[config.mk]
export PLATFORM = sky130hd
export DESIGN_NAME = uart_tx_ctrl
export DESIGN_NICKNAME = d
export VERILOG_FILES = /design/src/rtl/uart_tx_ctrl.sv
export SDC_FILE = /design/constraint.sdc
export NUM_CORES = 1
export LEC_CHECK = 0
export CORE_MARGIN = 3
export CORE_UTILIZATION = 51
export CTS_BUF_LIST = sky130_fd_sc_hd__clkbuf_4 sky130_fd_sc_hd__clkbuf_8
export DETAILED_ROUTE_END_ITERATION = 8
export GPL_ROUTABILITY_DRIVEN = 0
export PLACE_DENSITY = 0.87
export SLEW_MARGIN = 20
export SYNTH_ARGS = -nofsm -noshare
export SYNTH_HDL_FRONTEND = slang
export SYNTH_SLANG_ARGS = --single-unit
export TNS_END_PERCENT = 50
[constraint.sdc]
create_clock -name clk -period 2.1 [get_ports clk]
set_input_delay 0.525 -clock clk [delete_from_list [all_inputs] [get_ports clk]]
set_output_delay 0.525 -clock clk [all_outputs]
set_load 0.005 [all_outputs]
[src/rtl/uart_tx_ctrl.sv]
// uart_tx_ctrl: UART transmit frame sequencer.
// Accepts a parallel word on a valid/ready handshake and steps the registered
// TX output mux through start, data (LSB first), optional parity and stop
// selections, one bit per clk cycle. All outputs decode registered state only.
module uart_tx_ctrl #(
  parameter int DATA_WIDTH = 8
) (
  input  logic                  clk,
  input  logic                  rst,
  input  logic [DATA_WIDTH-1:0] p_data,
  input  logic                  data_valid,
  input  logic                  par_en,
  input  logic                  par_typ,
  output logic                  ready,
  output logic                  busy,
  output logic [1:0]            mux_sel,
  output logic                  ser_data,
  output logic                  par_bit
);

  localparam int CNT_W = (DATA_WIDTH > 1) ? $clog2(DATA_WIDTH) : 1;
  localparam logic [CNT_W-1:0] CNT_LAST = CNT_W'(DATA_WIDTH - 1);

  // Output mux selections seen by the downstream registered mux.
  localparam logic [1:0] SEL_START  = 2'b00;
  localparam logic [1:0] SEL_STOP   = 2'b01;
  localparam logic [1:0] SEL_DATA   = 2'b10;
  localparam logic [1:0] SEL_PARITY = 2'b11;

  typedef enum logic [2:0] {
    S_IDLE,
    S_START,
    S_DATA,
    S_PARITY,
    S_STOP
  } state_t;

  state_t                  state_reg, state_next;
  logic [CNT_W-1:0]        cnt_reg, cnt_next;
  logic [DATA_WIDTH-1:0]   word_reg, word_next;
  logic                    par_en_reg, par_en_next;
  logic                    par_typ_reg, par_typ_next;
  logic                    accept;

  // A word can be taken while idle or during the stop bit, which allows
  // back-to-back frames without an idle gap on the line.
  assign ready  = (state_reg == S_IDLE) || (state_reg == S_STOP);
  assign accept = data_valid & ready;

  // State, counter and captured-frame registers; reset aborts any frame.
  always_ff @(posedge clk) begin
    if (rst) begin
      state_reg   <= S_IDLE;
      cnt_reg     <= '0;
      word_reg    <= '0;
      par_en_reg  <= 1'b0;
      par_typ_reg <= 1'b0;
    end else begin
      state_reg   <= state_next;
      cnt_reg     <= cnt_next;
      word_reg    <= word_next;
      par_en_reg  <= par_en_next;
      par_typ_reg <= par_typ_next;
    end
  end

  // Next-state, bit counter and capture logic.
  always_comb begin
    state_next   = state_reg;
    cnt_next     = cnt_reg;
    word_next    = word_reg;
    par_en_next  = par_en_reg;
    par_typ_next = par_typ_reg;

    case (state_reg)
      S_IDLE: begin
        if (accept) state_next = S_START;
      end
      S_START: begin
        state_next = S_DATA;
      end
      S_DATA: begin
        // Counter holds at the last bit index instead of wrapping.
        if (cnt_reg == CNT_LAST) begin
          state_next = par_en_reg ? S_PARITY : S_STOP;
        end else begin
          cnt_next = cnt_reg + 1'b1;
        end
      end
      S_PARITY: begin
        state_next = S_STOP;
      end
      S_STOP: begin
        state_next = accept ? S_START : S_IDLE;
      end
      default: begin
        state_next = S_IDLE;
      end
    endcase

    // Frame settings are frozen at acceptance; later input changes are ignored.
    if (accept) begin
      word_next    = p_data;
      par_en_next  = par_en;
      par_typ_next = par_typ;
      cnt_next     = '0;
    end
  end

  // Mux select and busy decoded from the registered state alone.
  always_comb begin
    mux_sel = SEL_STOP;
    busy    = 1'b0;
    case (state_reg)
      S_IDLE:   begin mux_sel = SEL_STOP;   busy = 1'b0; end
      S_START:  begin mux_sel = SEL_START;  busy = 1'b1; end
      S_DATA:   begin mux_sel = SEL_DATA;   busy = 1'b1; end
      S_PARITY: begin mux_sel = SEL_PARITY; busy = 1'b1; end
      S_STOP:   begin mux_sel = SEL_STOP;   busy = 1'b1; end
      default:  begin mux_sel = SEL_STOP;   busy = 1'b0; end
    endcase
  end

  // Payload bit walks LSB first during DATA and rests on bit 0 elsewhere.
  assign ser_data = (state_reg == S_DATA) ? word_reg[cnt_reg] : word_reg[0];

  // Parity of the captured word; odd parity inverts the even result.
  assign par_bit = (^word_reg) ^ par_typ_reg;

endmodule

## After elaboration in Yosys (flattened, before gate mapping)

Cells that the tools add are included.

| cells by class | value |
|---|---|
| magnitude comparators | 1 |
| shift operators | 0 |
| add/subtract/negate cells | 1 |
| div/mod/pow operators | 0 |
| bitwise operators | 3 |
| reduce and logical (&&, ||, !) cells | 7 |
| multipliers | 0 |
| equality and inequality tests | 7 |
| muxes and demuxes | 10 |

Operators with widths:

| cell | count |
|---|---|
| $pmux W3 S5 | 1 |
| $mux W3 | 3 |
| $reduce_xor A8 Y1 | 1 |
| $eq A3 B2 Y1 const B | 2 |
| $eq A3 B3 Y1 const B | 2 |
| $pmux W2 S3 | 1 |
| $lt A3 B4 Y1 const B | 1 |
| $mux W1 | 4 |
| $ne A2 B2 Y1 const B | 2 |
| $reduce_and A2 Y1 | 2 |
| $reduce_or A4 Y1 | 1 |
| $add A3 B1 Y3 const B | 1 |
| $bmux W1 S3 | 1 |
| $eq A3 B1 Y1 const B | 1 |
| $logic_not A3 Y1 | 1 |
| $reduce_or A2 Y1 | 1 |
| $and A1 B1 Y1 | 1 |
| $logic_or A1 B1 Y1 | 1 |
| $not A1 Y1 | 1 |
| $xor A1 B1 Y1 | 1 |

| storage, ports and cells | value |
|---|---|
| logic and storage cells | 34 |
| bits in writable memories | 0 |
| bits in read-only memories | 0 |
| latch bits | 0 |
| flip-flop bits (word level) | 16 |
| memories kept | 0 |
| output and inout port bits | 6 |

## Logic depth before layout (Yosys ltp)

Gate-level depths: netlist of the first run.

| logic depth | value |
|---|---|
| word-level depth | 5 |
| depth in mapped cells | 5 |
| depth with buffers taken out | 5 |

## Worst setup path after synthesis of the first run

OpenSTA, ideal clock, no wires.

| path | value |
|---|---|
| path kind | reg-to-output |
| start point | register cnt_reg[1] |
| end point | output port ser_data |
| cell stages (with the launch flop) | 5 |
| required time | 1.575 ns |
| path slack | 0.383 ns |
| data arrival time | 1.192 ns |
| cell sequence | dfxtp_1 buf_6 mux2i_1 mux4_2 o31ai_2 |

| on the way | value |
|---|---|
| word-level cells in the longest chain between the ends | 3 |

RTL lines:

| element | line | text |
|---|---|---|
| start, declared | 39 | `logic [CNT_W-1:0] cnt_reg, cnt_next;` |
| start signal, assigned | 60 | `cnt_reg <= cnt_next;` |
| $bmux W1 S3 | 125 | `assign ser_data = (state_reg == S_DATA) ? word_reg[cnt_reg] : word_reg[0];` |
| $mux W1 (implied by the code) | 125 |  |
| $mux W1 | 125 |  |
| end, declared | 17 | `output logic ser_data,` |

Every way passes these cells. The select of a mux whose other input is x is not followed.

## Final worst setup path of the first run

Same ends and word-level chain as after synthesis.

==> flow_summary.yaml, run 1 <==
power_and_ir_drop:
  p_leak_nw: 0.477
  peakVddDrop_mv: 0.569
  power.density_mw_per_mm2: 664
synthesis:
  synthAdderAreaFrac_pct: 2.84
  netlist_area_um2: 880
  synth_cell_types: 26
  ys_ff_latch: 16
  synthCells: 82
  synthXorXnorAreaFrac_pct: 10.5
  synth-compound-area-share_pct: 6.12
  ys_seq_area_share_pct: 36.4
  synth_mux_area_share_pct: 20.8
  synth_top_family_by_area: "multiplexers"
  synth_simple_gate_area_share_pct: 17.2
  syn_area_per_cell_um2: 10.7
  synth_fp_nets: 97
  yosys_warnings: 0
setup_path:
  critical_path_depth: 4
  worstReg2RegEnd: "cnt_reg[2]"
  cp_data_required_time_ns: 1.57
  r2r_slack_ns: 0.48
  cp.arrival_ns: 1.59
  critPathMaxStageDelay_ns: 0.48
  crit_fanout: 6
  worstSetupEndpointType: "primary output"
  rr_worst_depth: 5
  r2r-start: "cnt_reg[0]"
  path_delay_family: "multiplexers"
  crit_chain: "mux2i_1, mux4_2, o31ai_2, buf_2"
  endpoint: "ser_data"
  critPathBufInv: 1
  crit_type: "register to primary output"
  worst_setup_path_start_kind: "register"
  startpoint: "cnt_reg[1]"
  cpMaxStageDelayCell: "mux4_2"
clock_network:
  numCtsBuffers: 3
  clk_latency_ns: 0.28
  clkTransAtPathRegs_ns: 0.10
  htree_num_levels: 1
  cts-root-buf: "clkbuf_4"
  holdBufCountCts: 0
  cts.sinks: 16
  cts_tree: "done"
  clockBufferDepth: 2
outcome:
  violations: "setup timing"
  status: "complete, but fails checks"
floorplanning:
  rows: 14
  io_pins: 19
  die_w_um: 47.5
  core_area_mm2: 0.00156
  die_y_um: 47.5
  dieArea_mm2: 0.00226
  initial_core_util_pct: 56.4
sta:
  relSlewSlack_pct: 72.5
  whs_ns: 0.533
  min_period_ns: 2.11
  period_share_pct: 101
  hold_viol: 0
  setup_viol: 1
  timing_worst_slew_pin_value_ns: 0.402
  skew_ns: 0.00420
  rsz0062_at_grt: "true"
  fmax_ghz: 0.473
  setup_slack_ns: -0.0122
  slew_violations: 0
cells_and_area:
  multi_input_area_um2: 513
  final_cell_mix: "16 x mux2i_1, 15 x clkdlybuf4s50_1, 11 x nor2_1"
  seq_area_um2: 334
  layout_commonest_cell: "mux2i_1"
  antenna_cells: 0
  drive_gt1_share_pct: 28.7
  fill_cells: 119
  largest_reg_flops: 8
  nets: 124
  finalInstanceArea_mm2: 0.00118
  area_delta_synth_final_pct: 34.0
placed_design:
  portBuffers: 18
  dp_slack_ns: -0.224
  hpwlAfterDp_um: 1360
  placed_area_mm2: 0.00112
routing:
  ant_nets: 0
  routed_wl_um: 1860
  drtIter0Drc: 5
  dr_total_vias: 657
  vias_per_cell: 5.30
  route.detailed.drc: 0
  routedWlPerCell_um: 15.0
  dr.pass1.iters: 4
grt:
  antenna_found_initial: 0
  grt_max_degree: 14
  grt.total_usage_pct: 18.5
  grt-ovfl-total: 0
  grt_pass1_vias: 652
  grt_pass1_wl_um: 2930
hold_path:
  hold_path_class: "register to register"
  hold_start: "word_reg[1]"
run:
  max_cap_viol_count: 0
==> cells in the mapped netlist, drive strengths merged <==
library cell | instances | area (um2)
mux2i | 16 | 160
a2111oi | 1 | 8.76
nor4b | 1 | 23.8
xnor2 | 7 | 61.3
nor3 | 3 | 30.0
o31ai | 1 | 12.5
o211ai | 1 | 7.51
o21ai | 2 | 10.0
mux4 | 1 | 22.5
ha | 2 | 25.0
nor2 | 11 | 41.3
inv | 3 | 11.3
a21o | 1 | 7.51
nand2 | 1 | 3.75
clkbuf | 2 | 7.51
dfxtp | 16 | 320
xnor3 | 1 | 22.5
buf | 4 | 35.0
nand2b | 3 | 18.8
xor2 | 1 | 8.76
nor3b | 2 | 26.3
a211oi | 1 | 7.51
nand3b | 1 | 7.51
==> layout make-up <==
type | instances | area share (%)
tap | 16 | 1.70
clock buffer | 4 | 3.08
multi-input combinational | 57 | 43.5
sequential | 16 | 28.3
timing repair buffer | 28 | 22.4
inverter | 3 | 0.955
==> tightest hold or removal path, delay by kind of cell, from the launching register on <==
| family | cells | cell delay (ns) |
|---|---|---|
| muxes | 1 | 0.07 |
| and+or+nand+nor | 1 | 0.07 |
| DFF | 1 | 0.37 |
==> report_power, final <==
part           switching, mW  total, mW  internal (mW)  leakage [nW]
clock network         0.0974      0.203          0.105        0.0210
logic                 0.0888      0.233          0.144         0.322
registers             0.0234      0.347          0.324         0.134
==> logic make-up after synthesis <==
kind of cell,count (synthesis)
AOI/OAI and AO/OA,7
buffers and inverters,9
adders and majority gates,2
xor gates and xnor gates,9
and+or+nand+nor,22
DFF,16
muxes,17
==> stage by stage <==
step	TNS (ns)	power (mW)	instances	util, %
global placement	-0.176	0.588	119	71.7
finish	-0.0122	0.783	124	75.6
CTS	-0.0344	0.789	124	75.3
detailed placement	-0.245	0.594	119	71.7
global route	-0.0726	0.817	124	75.6
floorplan	0	0.486	82	-
==> repair_timing <==
item,CTS,global route
setup endpoints to repair,4,3
resized for setup,18,2
pin swaps,3,1
setup buffers,1,0
==> layer usage <==
metal	share of wire (%)	wire, um	track usage [%]	vias up
met4	0.65	12	8.06	0
met1	47	875	24.5	303
met2	49	903	29.4	17
met5	0	0	0	-
met3	3.6	67	3.38	2
li1	-	-	-	335
==> how the worst min path moves through the flow <==
stage / endpoint / cells after the start
floorplan: par_typ_reg / 2
global placement: par_typ_reg / 2
detailed placement: par_typ_reg / 2
CTS: word_reg[2] / 2
global route: word_reg[1] / 2
finish: word_reg[1] / 2
Power figures use the tool's default switching activity.
==> run 2, diff against run 1 <==
Clock period 2.1 ns to 2.4 ns, I/O delays scaled along.
==> run 2 against run 1 <==
- die area unchanged
- the flow now finishes without violations
- combinational power down 19%
- sequential share of layout area up 1.1 points
- critical endpoint unchanged
- clock power down 15%
- flip-flop and latch count unchanged
- critical path depth unchanged
- design area down 5.6%
- sequential power down 12%
- global-route usage down 1.7 points
==> flow_summary.yaml, run 2 (synthesis results as in run 1) <==
sta:
  skew_ns: 0.00412
  hold_viol: 0
  period_share_pct: 95.6
  slew_violations: 0
  fmax_ghz: 0.436
  min_period_ns: 2.30
  whs_ns: 0.535
  timing_worst_slew_pin_value_ns: 0.413
  relSlewSlack_pct: 71.8
  rsz0062_at_grt: "false"
  setup_slack_ns: 0.105
  setup_viol: 0
routing:
  routed_wl_um: 1630
  vias_per_cell: 5.45
  route.detailed.drc: 0
  ant_nets: 0
  drtIter0Drc: 2
  dr.pass1.iters: 2
  routedWlPerCell_um: 13.9
  dr_total_vias: 638
grt:
  grt_use_met2_pct: 27.3
  grt.total_usage_pct: 16.9
  grt_pass1_vias: 611
  antenna_found_initial: 0
  top_usage_layer: "met2"
  grt_use_met3_pct: 6.77
  grtUsageMet1_pct: 20.8
  grt-ovfl-total: 0
  grt_pass1_wl_um: 2640
  grt_max_degree: 14
cells_and_area:
  final_cell_mix: "16 x mux2i_1, 16 x clkdlybuf4s50_1, 12 x dfxtp_1"
  finalInstanceArea_mm2: 0.00111
  area_delta_synth_final_pct: 26.5
  final_core_util_pct: 71.3
  drive_gt1_share_pct: 18.8
  fill_cells: 119
  antenna_cells: 0
  largest_reg_flops: 8
  nets: 117
outcome:
  status: "finished clean"
setup_path:
  worst_setup_path_start_kind: "register"
  cp.arrival_ns: 1.70
  crit_type: "register to primary output"
  worstSetupEndpointType: "primary output"
  crit_fanout: 6
  cp_data_required_time_ns: 1.80
power_and_ir_drop:
  power_switching_mw: 0.173
  p_leak_nw: 0.442
  comb_power_share_pct: 28.2
  p_int_mw: 0.496
  total_power_mw: 0.669
  clkPwrFrac_pct: 25.9
  power.density_mw_per_mm2: 602
  peakVddDrop_mv: 0.527
  swShare_pct: 25.9
  pwr-share-seq_pct: 45.9
clock_network:
  clockBufferDepth: 2
  cts_tree: "done"
  postCtsSetupBuffers: 0
  cts-root-buf: "clkbuf_4"
  cts.sinks: 16
  clk_latency_ns: 0.28
  htree_num_levels: 1
  clkTransAtPathRegs_ns: 0.09
  numCtsBuffers: 3
placed_design:
  placed_area_mm2: 0.00106
  portBuffers: 18
  dp_slack_ns: 0.0156
  hpwlAfterDp_um: 1290
floorplanning:
  dieArea_mm2: 0.00226
  core_area_mm2: 0.00156
  rows: 14
  die_w_um: 47.5
  initial_core_util_pct: 56.4
  io_pins: 19
  die_y_um: 47.5
run:
  max_cap_viol_count: 0
hold_path:
  hold_path_class: "register to register"
run 2: power groups by stage:
stage	Combinational [mW]	Sequential [mW]	Clock (mW)
after floorplan	0.125	0.300	0
after global placement	0.188	0.312	0
after detailed placement	0.193	0.313	0
after CTS	0.194	0.306	0.187
after global routing	0.203	0.309	0.190
final	0.189	0.307	0.173
run 2: repair_timing:
action / 4_1_cts / 5_1_grt
pin swaps: 1 / 2
hold buffers: 0 / 0
setup endpoints to repair: 2 / 1
gates resized for setup: 4 / 4
run 2: critical path, cell delays in order (launching register included):
cell and delay [ns]:
dfxtp_4 0.38, mux2i_1 0.12, mux4_2 0.48, o31ai_2 0.17, dlygate4sd2_1 0.26
run 2: metrics by stage:
stage / setup TNS [ns] / instances
floorplan: 0 / 82
global placement: 0 / 113
detailed placement: 0 / 113
CTS: -0.175 / 117
global route: 0 / 117
finish: 0 / 117
run 2: area by class of cell:
cell class / instances / area [um2] / share of cell area (%)
multi-input cells: 57 / 513 / 46.1
flip-flops and latches: 16 / 328 / 29.5
repair buffers: 21 / 204 / 18.3
clock buffers: 4 / 36.3 / 3.26
well taps: 16 / 20.0 / 1.80
inverters: 3 / 11.3 / 1.01
run 2: final timing paths:
path / start / to / slack [ns] / cells past startpoint
hold reg to reg: par_typ_reg / par_typ_reg / 0.53 / 2
setup / recovery: cnt_reg[1] / ser_data / 0.10 / 4
hold / removal: par_typ_reg / par_typ_reg / 0.53 / 2
setup reg to reg: cnt_reg[1] / cnt_reg[1] / 0.82 / 5
run 2: routing by layer:
metal	routed length, um	up-vias
met5	0	-
met4	18	0
met3	84	2
met2	793	17
met1	736	293
li1	-	326
